File: config.mk
export PLATFORM = sky130hd
export DESIGN_NAME = cube_move_seq
export DESIGN_NICKNAME = d
export VERILOG_FILES = /design/src/rtl/cube_move_seq.sv
export SDC_FILE = /design/constraint.sdc
export NUM_CORES = 1
export LEC_CHECK = 0
export BUFFER_PORTS_ARGS = -buffer_cell sky130_fd_sc_hd__buf_2
export CAP_MARGIN = 20
export CORE_ASPECT_RATIO = 1.25
export CORE_MARGIN = 2
export CORE_UTILIZATION = 38
export CTS_BUF_LIST = sky130_fd_sc_hd__clkbuf_4 sky130_fd_sc_hd__clkbuf_8
export DETAILED_ROUTE_END_ITERATION = 12
export GPL_ROUTABILITY_DRIVEN = 0
export SETUP_SLACK_MARGIN = 0.4
export SYNTH_ARGS = -nofsm -noshare
export SYNTH_HDL_FRONTEND = slang
export SYNTH_SLANG_ARGS = --single-unit
File: constraint.sdc
create_clock -name clk -period 2.8 [get_ports clk]
set_input_delay 0.56 -clock clk [delete_from_list [all_inputs] [get_ports clk]]
set_output_delay 0.56 -clock clk [all_outputs]
set_load 0.02 [all_outputs]
File: src/rtl/cube_move_seq.sv
// cube_move_seq: replays a stored list of cube moves through the cube engine,
// one move per run/fin handshake, with abort and a per-move watchdog.
module cube_move_seq #(
  parameter int MOVE_W   = 5,
  parameter int ADDR_W   = 8,
  parameter int MOVE_NUM = 18,
  parameter int TO_W     = 16,
  parameter int TIMEOUT  = 1000
) (
  input  logic              clk,
  input  logic              rst_n,
  input  logic              start,
  input  logic              abort,
  input  logic [ADDR_W:0]   seq_len,
  output logic              mem_rd_en,
  output logic [ADDR_W-1:0] mem_addr,
  input  logic [MOVE_W-1:0] mem_rdata,
  output logic              eng_run,
  output logic [MOVE_W-1:0] eng_move,
  input  logic              eng_fin,
  input  logic              eng_ok,
  output logic              busy,
  output logic              done,
  output logic              error,
  output logic [1:0]        err_code,
  output logic [ADDR_W:0]   moves_done
);

  localparam logic [2:0] IDLE    = 3'd0;
  localparam logic [2:0] FETCH   = 3'd1;
  localparam logic [2:0] RDWAIT  = 3'd2;
  localparam logic [2:0] ISSUE   = 3'd3;
  localparam logic [2:0] RELEASE = 3'd4;
  localparam logic [2:0] DONE    = 3'd5;
  localparam logic [2:0] ERR     = 3'd6;
  localparam logic [2:0] ABORT   = 3'd7;

  localparam logic [1:0] EC_ILLEGAL = 2'd1;
  localparam logic [1:0] EC_CHECK   = 2'd2;
  localparam logic [1:0] EC_TIMEOUT = 2'd3;

  localparam logic [MOVE_W:0] MOVE_LIM = (MOVE_W+1)'(MOVE_NUM);
  localparam logic [TO_W-1:0] WD_LAST  = TO_W'(TIMEOUT - 1);

  logic [2:0]        state;
  logic [ADDR_W:0]   idx;
  logic [ADDR_W:0]   len;
  logic [TO_W-1:0]   wdog;
  logic [MOVE_W-1:0] move_reg;

  // Sequencer state, move index, watchdog and status registers.
  // Abort is checked ahead of the per-state case so it wins over fin/timeout.
  always_ff @(posedge clk or negedge rst_n) begin
    if (!rst_n) begin
      state      <= IDLE;
      idx        <= '0;
      len        <= '0;
      wdog       <= '0;
      move_reg   <= '0;
      error      <= 1'b0;
      err_code   <= '0;
      moves_done <= '0;
    end else if (abort && state != IDLE) begin
      state <= ABORT;
    end else begin
      case (state)
        IDLE: begin
          if (start) begin
            error      <= 1'b0;
            err_code   <= '0;
            moves_done <= '0;
            idx        <= '0;
            len        <= seq_len;
            state      <= (seq_len == '0) ? DONE : FETCH;
          end
        end
        FETCH:  state <= RDWAIT;
        RDWAIT: begin
          move_reg <= mem_rdata;
          if ({1'b0, mem_rdata} >= MOVE_LIM) begin
            error    <= 1'b1;
            err_code <= EC_ILLEGAL;
            state    <= ERR;
          end else begin
            wdog  <= '0;
            state <= ISSUE;
          end
        end
        ISSUE: begin
          if (eng_fin) begin
            if (eng_ok) begin
              idx        <= idx + 1'b1;
              moves_done <= moves_done + 1'b1;
              state      <= RELEASE;
            end else begin
              error    <= 1'b1;
              err_code <= EC_CHECK;
              state    <= ERR;
            end
          end else if (wdog == WD_LAST) begin
            error    <= 1'b1;
            err_code <= EC_TIMEOUT;
            state    <= ERR;
          end else begin
            wdog <= wdog + 1'b1;
          end
        end
        RELEASE: begin
          if (!eng_fin) state <= (idx == len) ? DONE : FETCH;
        end
        DONE:    state <= IDLE;
        ERR:     if (!eng_fin) state <= IDLE;
        ABORT:   if (!eng_fin) state <= IDLE;
        default: state <= IDLE;
      endcase
    end
  end

  // Handshake outputs decode straight from state so async reset clears them at once.
  always_comb begin
    busy      = (state != IDLE);
    done      = (state == DONE);
    eng_run   = (state == ISSUE);
    mem_rd_en = (state == FETCH);
    mem_addr  = mem_rd_en ? idx[ADDR_W-1:0] : '0;
    eng_move  = move_reg;
  end

endmodule

== Word-level counts from Yosys, hierarchy flattened ==
Cells that the tools add are included.
Word-level totals
  output and inout port bits: 29
  bits in registers: 54
Operators by class
  magnitude comparators: 1
  reduce and logical (&&, ||, !) cells: 14
  add/sub/neg operators: 3
  bitwise logic cells: 1
  eq/ne operators: 22
  mux-type cells: 35
Operators by type and width (count)
  16-bit two-way mux: 3
  9-bit two-way mux: 5
  9-bit case mux with 2 select lines: 2
  16-bit case mux with 2 select lines: 1
  3-bit two-way mux: 9
  3-bit case mux with 7 select lines: 1
  9-bit by 1-bit adder with 9-bit output (second input constant): 2
  16-bit by 1-bit adder with 16-bit output (second input constant): 1
  16-bit by 10-bit == test with 1-bit output (second input constant): 1
  3-bit == test (second input constant): 4
  2-bit two-way mux: 6
  2-bit != test (second input constant): 5
  5-bit AND reduction: 2
  9-bit == test: 1
  9-bit logical NOT: 1
  3-bit != test (second input constant): 3
  8-bit two-way mux: 1
  3-bit by 2-bit == test with 1-bit output (second input constant): 2
  2-bit case mux with 3 select lines: 1
  6-bit AND reduction: 1
  3-bit nonzero test: 2
  5-bit greater-or-equal comparator (second input constant): 1
  1-bit two-way mux: 5
  2-bit by 1-bit != test with 1-bit output (second input constant): 2
  13 further kinds: 14

== Logic depth before layout (Yosys ltp) ==
Gate-level depths: netlist of the first run.
  depth after elaboration: 5
  gate-level depth with buffers: 7

== Worst setup path before layout of the first run ==
No wires, ideal clock.
  path type: register to output
  from: register state[0]
  to: output mem_addr[0]
  setup slack: 0.628 ns
  stages on the path, launching flop included: 5
  arrival time: 1.612 ns
  cell sequence: dfrtp_1 > clkbuf_1 > nand2b_1 > nor2_1 > and2_1
Between the ends
  longest elaborated chain between the ends: 2
RTL lines
  start: declaration: line 45  | logic [2:0] state;
  start signal: assignment: line 74  | state <= (seq_len == '0) ? DONE : FETCH;
  start signal: assignment: line 109  | if (!eng_fin) state <= (idx == len) ? DONE : FETCH;
  3-bit by 1-bit == test with 1-bit output: line 124  | mem_rd_en = (state == FETCH);
  net mem_rd_en: line 15  | output logic mem_rd_en,
  8-bit two-way mux: line 125  | mem_addr = mem_rd_en ? idx[ADDR_W-1:0] : '0;
  end: declaration: line 16  | output logic [ADDR_W-1:0] mem_addr,
The timed path passes the listed nets, and every way through them passes these cells.

== Worst setup path after layout of the first run ==
  from: register state[1]
  to: output mem_addr[0]
Between the ends
  longest elaborated chain between the ends: 2
RTL lines (line)
  3-bit by 1-bit == test with 1-bit output: 124
  8-bit two-way mux: 125
No other way between the ends.

==> results_dict.tcl, run 1 <==
set metrics [dict create \
    path_clk_slew_ns 0.10 \
    drv_slew 0 \
    core-area_um2 7840 \
    die_h_um 104 \
    grt_pass1_wl_mm 13.2 \
    syn_to_final_growth_pct 16.8 \
    p_leak_uw 0.00158 \
    grt_util_all_layers 0.181 \
    crit_arrival_ns 1.70 \
    n_antenna_cell 0 \
    cp_top_family "simple AND/OR/NAND/NOR gates" \
    numCtsBuffers 5 \
    min_period_ns 2.26 \
    rows 36 \
    avgRoutedWirePerCell_um 15.8 \
    synth_cell_types 50 \
    ys_async_sr_fraction 1.00 \
    ant_nets 0 \
    crit-reg2reg-launch "wdog[13]" \
    status "finished, final reports clean" \
    grt_pass1_vias 2687 \
    synth_top_area_cell "dfrtp_1" \
    critical_path_class "flip-flop to output pin" \
    syn_inst 339 \
    setup_tns_ns 0 \
    cp-start-kind "flip-flop" \
    cp.required_ns 2.24 \
    rsz0062_at_grt "false" \
    cp_max_fo 12 \
    synth_seq_cells 54 \
    slowest_delay_ns 0.52 \
    final_nets 414 \
    drt_iter0_drc 113 \
    yosysWarningCount 0 \
    grt_max_degree 30 \
    drt-total-wl_mm 7.70 \
    syn_area_um2 3070 \
    cts_max_level 2 \
    cts_tree "done" \
    clk-insertion-delay-late_ns 0.31 \
    r2r_slack_ns 0.56 \
    synthTopCellsByCount "54 x dfrtp_1, 54 x nand2_1, 18 x nand3_1, 16 x a21oi_1, 16 x clkbuf_1" \
    synth_seq_area_share 0.441 \
    crit_slowest_cell "dfrtp_1" \
    setup_slack_ns 0.539 \
    yosysTopAreaCellShare 0.441 \
    worstMarginPinSlew_ns 0.732 \
    syn_nets 362 \
    dp_hpwl_mm 5.79 \
    timing.critical_path.cells "nand2b_1, nor2_2, and2_1, buf_2" \
    pre_cts_ws_ns 0.492 \
    synth_edf_count 0 \
    die_w_um 84.4 \
    num_vias 2731 \
    rr_endpoint "err_code[1]" \
    ys_top_cells_by_area "dfrtp_1 44%, nand2_1 6.6%, mux2i_1 3.9%" \
    ctsHoldBuffers 0 \
    synth_flop_cell "dfrtp_1" \
    endpoint_kind "output pin" \
    cts.path.max_buffers 2 \
    initial_core_util 0.391 \
    fin_crit_sh 0.808 \
    finalSetupViolCount 0 \
    max_cap_viol_count 0 \
    viasPerCell 5.61 \
    vdd_drop_max_mv 0.422 \
    hold_violations 0 \
    hold_class "primary input to async pin" \
    grt-ovfl-total 0 \
    root_buffer "clkbuf_8" \
    powerDensity_nw_per_um2 744 \
    cts.sinks 54 \
    antenna_found_initial 0 \
    dr.pass1.iters 4 \
    fmax_ghz 0.442 \
    max-slew-margin-rel 0.512 \
    dieArea_um2 8810 \
    layout-drive-gt1-share 0.232 \
    whs_ns 0.236 \
    clock_skew_ns 0.00808 \
    cp_num_buf_inv 1 \
    port_buffers 48 \
    reg2reg_depth 4 \
    drc 0 \
    synth_area_per_cell_um2 9.05 \
    io_pins 49 \
]
## registers in the layout (all words and copies together) (netlist names)
register / cells
wdog: 16
idx: 9
len: 9
moves_done: 9
eng_move: 5
state: 3
err_code: 2
error: 1
## worst max path at each step
stage,from,endpoint,slack (ns),cells after the start
final,state[1],mem_addr[0],0.54,4
after global routing,state[1],mem_addr[0],0.40,4
after CTS,state[1],mem_addr[0],0.44,4
after detailed placement,abort,wdog[13],0.49,5
after global placement,mem_rdata[1],wdog[14],0.56,6
after floorplan,state[0],mem_addr[0],0.63,4
## where the power goes
part / total (µW) / switching (µW) / internal (µW)
clock: 527 / 263 / 264
combinational: 980 / 590 / 390
sequential: 1160 / 192 / 965
## cells in the final DEF, fill, tap and decap left out, drive strengths merged, types with 9 or more instances in the layout
cell   netlist  final
and2        10     10
buf          0     61
nor2        13     13
nor3         9      9
nand2       54     54
nand3       18     18
or2          9      9
nand4        9      9
o31ai       13     13
a21oi       16     16
o21ai       14     14
dfrtp       54     54
xnor2        9      9
or4         10     10
mux2i       12     12
## logic make-up (layout without fill, tap and decap cells)
logic type / count (synthesis) / after routing / share of synthesized area
fa+ha+maj: 3 / 3 / 0.0122
flops: 54 / 54 / 0.441
xor+xnor: 9 / 9 / 0.0257
buf+inv: 24 / 77 / 0.0294
mux: 19 / 19 / 0.0649
compound gates: 66 / 66 / 0.142
simple gates: 164 / 164 / 0.285
## per-stage QoR
step           instances   util  instance area (µm²)  total power, µW
3_5_place_dp         479  0.443                 3470             2160
5_1_grt              487  0.457                 3580             2850
3_3_place_gp         479  0.443                 3470             2130
6_report             487  0.457                 3580             2660
4_1_cts              487  0.457                 3580             2680
2_1_floorplan        339      -                 3070             1800
## cell type report
type                       instances  area, µm²
fill                             785       4260
multi-input combinational        261       1630
sequential                        54       1350
timing repair buffer              61        338
tap                               95        119
clock buffer                       5       68.8
clock inverter                     3       40.0
inverter                           8       30.0
## per-layer routing
layer | vias up | share of wire | track usage
li1 | 1357 | - | -
met1 | 1329 | 0.43 | 0.221
met2 | 37 | 0.54 | 0.336
met3 | 8 | 0.024 | 0.0238
met4 | 0 | 0.011 | 0.0374
met5 | - | 0 | 0
## timing repair
item / CTS / global route
buffers inserted: 0 / 0
resized for setup: 0 / 1
setup endpoints to repair: 0 / 9
endpoints found under the hold margin: 0 / 0
Note: power is estimated with default switching activity, not from simulation.
==> run 2: changes to the inputs <==
- clock period: 2.8 -> 1.9 ns (I/O delays scaled with it)
==> run 2 against run 1 <==
Effect of this change: the run now ends with setup timing left; sequential power rose by 45%; register-to-register slack got worse by 0.69 ns; setup slack got worse by 0.67 ns; critical path depth did not move; clock-buffer cell count rose by 1; non-clock buffer count rose by 75; power rose by 95%; sequential cell count did not move; cell count rose by 16%; critical path type is now flip-flop to flip-flop; highest routed layer unchanged.
==> results_dict.tcl, run 2 (synthesized netlist as in run 1, its figures left out) <==
set metrics [dict create \
    status "finished with violations" \
    violations "setup timing" \
    io_pins 49 \
    endpoint_kind "flip-flop" \
    powerDensity_nw_per_um2 1050 \
    grt_pass1_wl_mm 16.2 \
    cp-start-kind "flip-flop" \
    rows 36 \
    crit_arrival_ns 2.24 \
    layout-drive-gt1-share 0.520 \
    crit-reg2reg-launch "wdog[12]" \
    place_area_um2 3800 \
    viasPerCell 5.66 \
    port_buffers 48 \
    dr.pass1.iters 5 \
    num_vias 3192 \
    critical_path_class "flip-flop to flip-flop" \
    grt-ovfl-total 0 \
    fin_crit_sh 1.07 \
    die_w_um 84.4 \
    drv_slew 0 \
    path_clk_slew_ns 0.11 \
    nFillCells 613 \
    grt_max_degree 55 \
    numCtsBuffers 5 \
    cts_tree "done" \
    core-area_um2 7840 \
    initial_core_util 0.391 \
    final_area_um2 4950 \
    pre_cts_ws_ns -0.155 \
    largest-register "wdog" \
    setup_slack_ns -0.129 \
    ctsHoldBuffers 0 \
    antenna_found_initial 0 \
    hold_class "primary input to async pin" \
    final_cell_mix "53 x dfrtp_1, 48 x buf_6, 43 x buf_4, 40 x nand2_1, 38 x buf_2" \
    dp_hpwl_mm 5.85 \
    rsz0062_at_grt "true" \
    cts_max_level 2 \
    ant_nets 0 \
    drt_iter0_drc 163 \
    dieArea_um2 8810 \
    vdd_drop_max_mv 0.518 \
    cts.sinks 54 \
    final_nets 491 \
    avgRoutedWirePerCell_um 17.4 \
    root_buffer "clkbuf_8" \
    p_leak_uw 0.00222 \
    grt_pass1_vias 3272 \
    n_antenna_cell 0 \
    min_period_ns 2.03 \
    fmax_ghz 0.493 \
    r2r_slack_ns -0.13 \
    clk-insertion-delay-late_ns 0.32 \
    cts.path.max_buffers 2 \
    drc 0 \
    worstMarginPinSlew_ns 0.473 \
    largest_register_ffs 16 \
    grt_util_all_layers 0.224 \
    cp.required_ns 2.11 \
    layout_commonest_cell "dfrtp_1" \
    cp_max_fo 2 \
    max-slew-margin-rel 0.683 \
    hold_violations 0 \
    rr_endpoint "err_code[1]" \
    syn_to_final_growth_pct 61.6 \
    max_cap_viol_count 0 \
    clock_skew_ns 0.0147 \
    reg2reg_depth 4 \
    die_h_um 104 \
    finalSetupViolCount 2 \
    drt-total-wl_mm 9.79 \
]
[run 2: worst max-delay path by stage]
stage / endpoint / from / slack [ns]
finish: err_code[1] / wdog[12] / -0.13
global placement: err_code[1] / wdog[12] / -0.10
global route: err_code[1] / wdog[12] / -0.19
detailed placement: err_code[1] / wdog[12] / -0.15
CTS: err_code[1] / wdog[12] / -0.14
floorplan: err_code[1] / wdog[13] / -0.12
[run 2: layer usage]
| metal | track usage | routed length, µm |
|---|---|---|
| met1 | 0.267 | 3820 |
| met3 | 0.0294 | 330 |
| met2 | 0.416 | 5410 |
| met5 | 0 | 0 |
| met4 | 0.0669 | 239 |
[run 2: worst max-delay path, stage by stage (launching register included)]
cell	delay, ns
dfrtp_1	0.39
or4b_4	0.53
or4_4	0.44
a211oi_2	0.24
mux2_1	0.34
[run 2: cell type report]
| class | instances | area [µm²] | area share |
|---|---|---|---|
| clock inverters | 2 | 16.3 | 0.00328 |
| multi-input cells | 263 | 2140 | 0.431 |
| inverters | 8 | 41.3 | 0.00833 |
| repair buffers | 136 | 1210 | 0.243 |
| clock buffers | 6 | 82.6 | 0.0167 |
| flip-flops and latches | 54 | 1350 | 0.273 |
| well taps | 95 | 119 | 0.0240 |
[run 2: power by group]
part | switching [µW] | total, µW | internal (µW) | leakage [µW]
registers | 252 | 1680 | 1420 | 0.000710
logic | 1430 | 2810 | 1380 | 0.00146
clock network | 400 | 701 | 301 | 0.0000478
[run 2: stage by stage]
step / hold WS [ns] / TNS (ns) / std cells / util / total power, µW
after floorplan: 0.0844 / -0.122 / 339 / - / 2850
after global placement: 0.408 / -0.181 / 504 / 0.485 / 3370
after detailed placement: 0.403 / -0.351 / 504 / 0.485 / 3400
after CTS: 0.0510 / -0.220 / 554 / 0.603 / 4950
after global routing: 0.0560 / -1.10 / 564 / 0.632 / 5480
final: 0.0326 / -0.189 / 564 / 0.632 / 5190
[run 2: what timing repair did]
item	in CTS	in global routing
hold endpoints to repair	0	0
resized for setup	122	39
pin swaps	38	16
cloned	8	1
setup endpoints to repair	65	66
buffers inserted	34	9
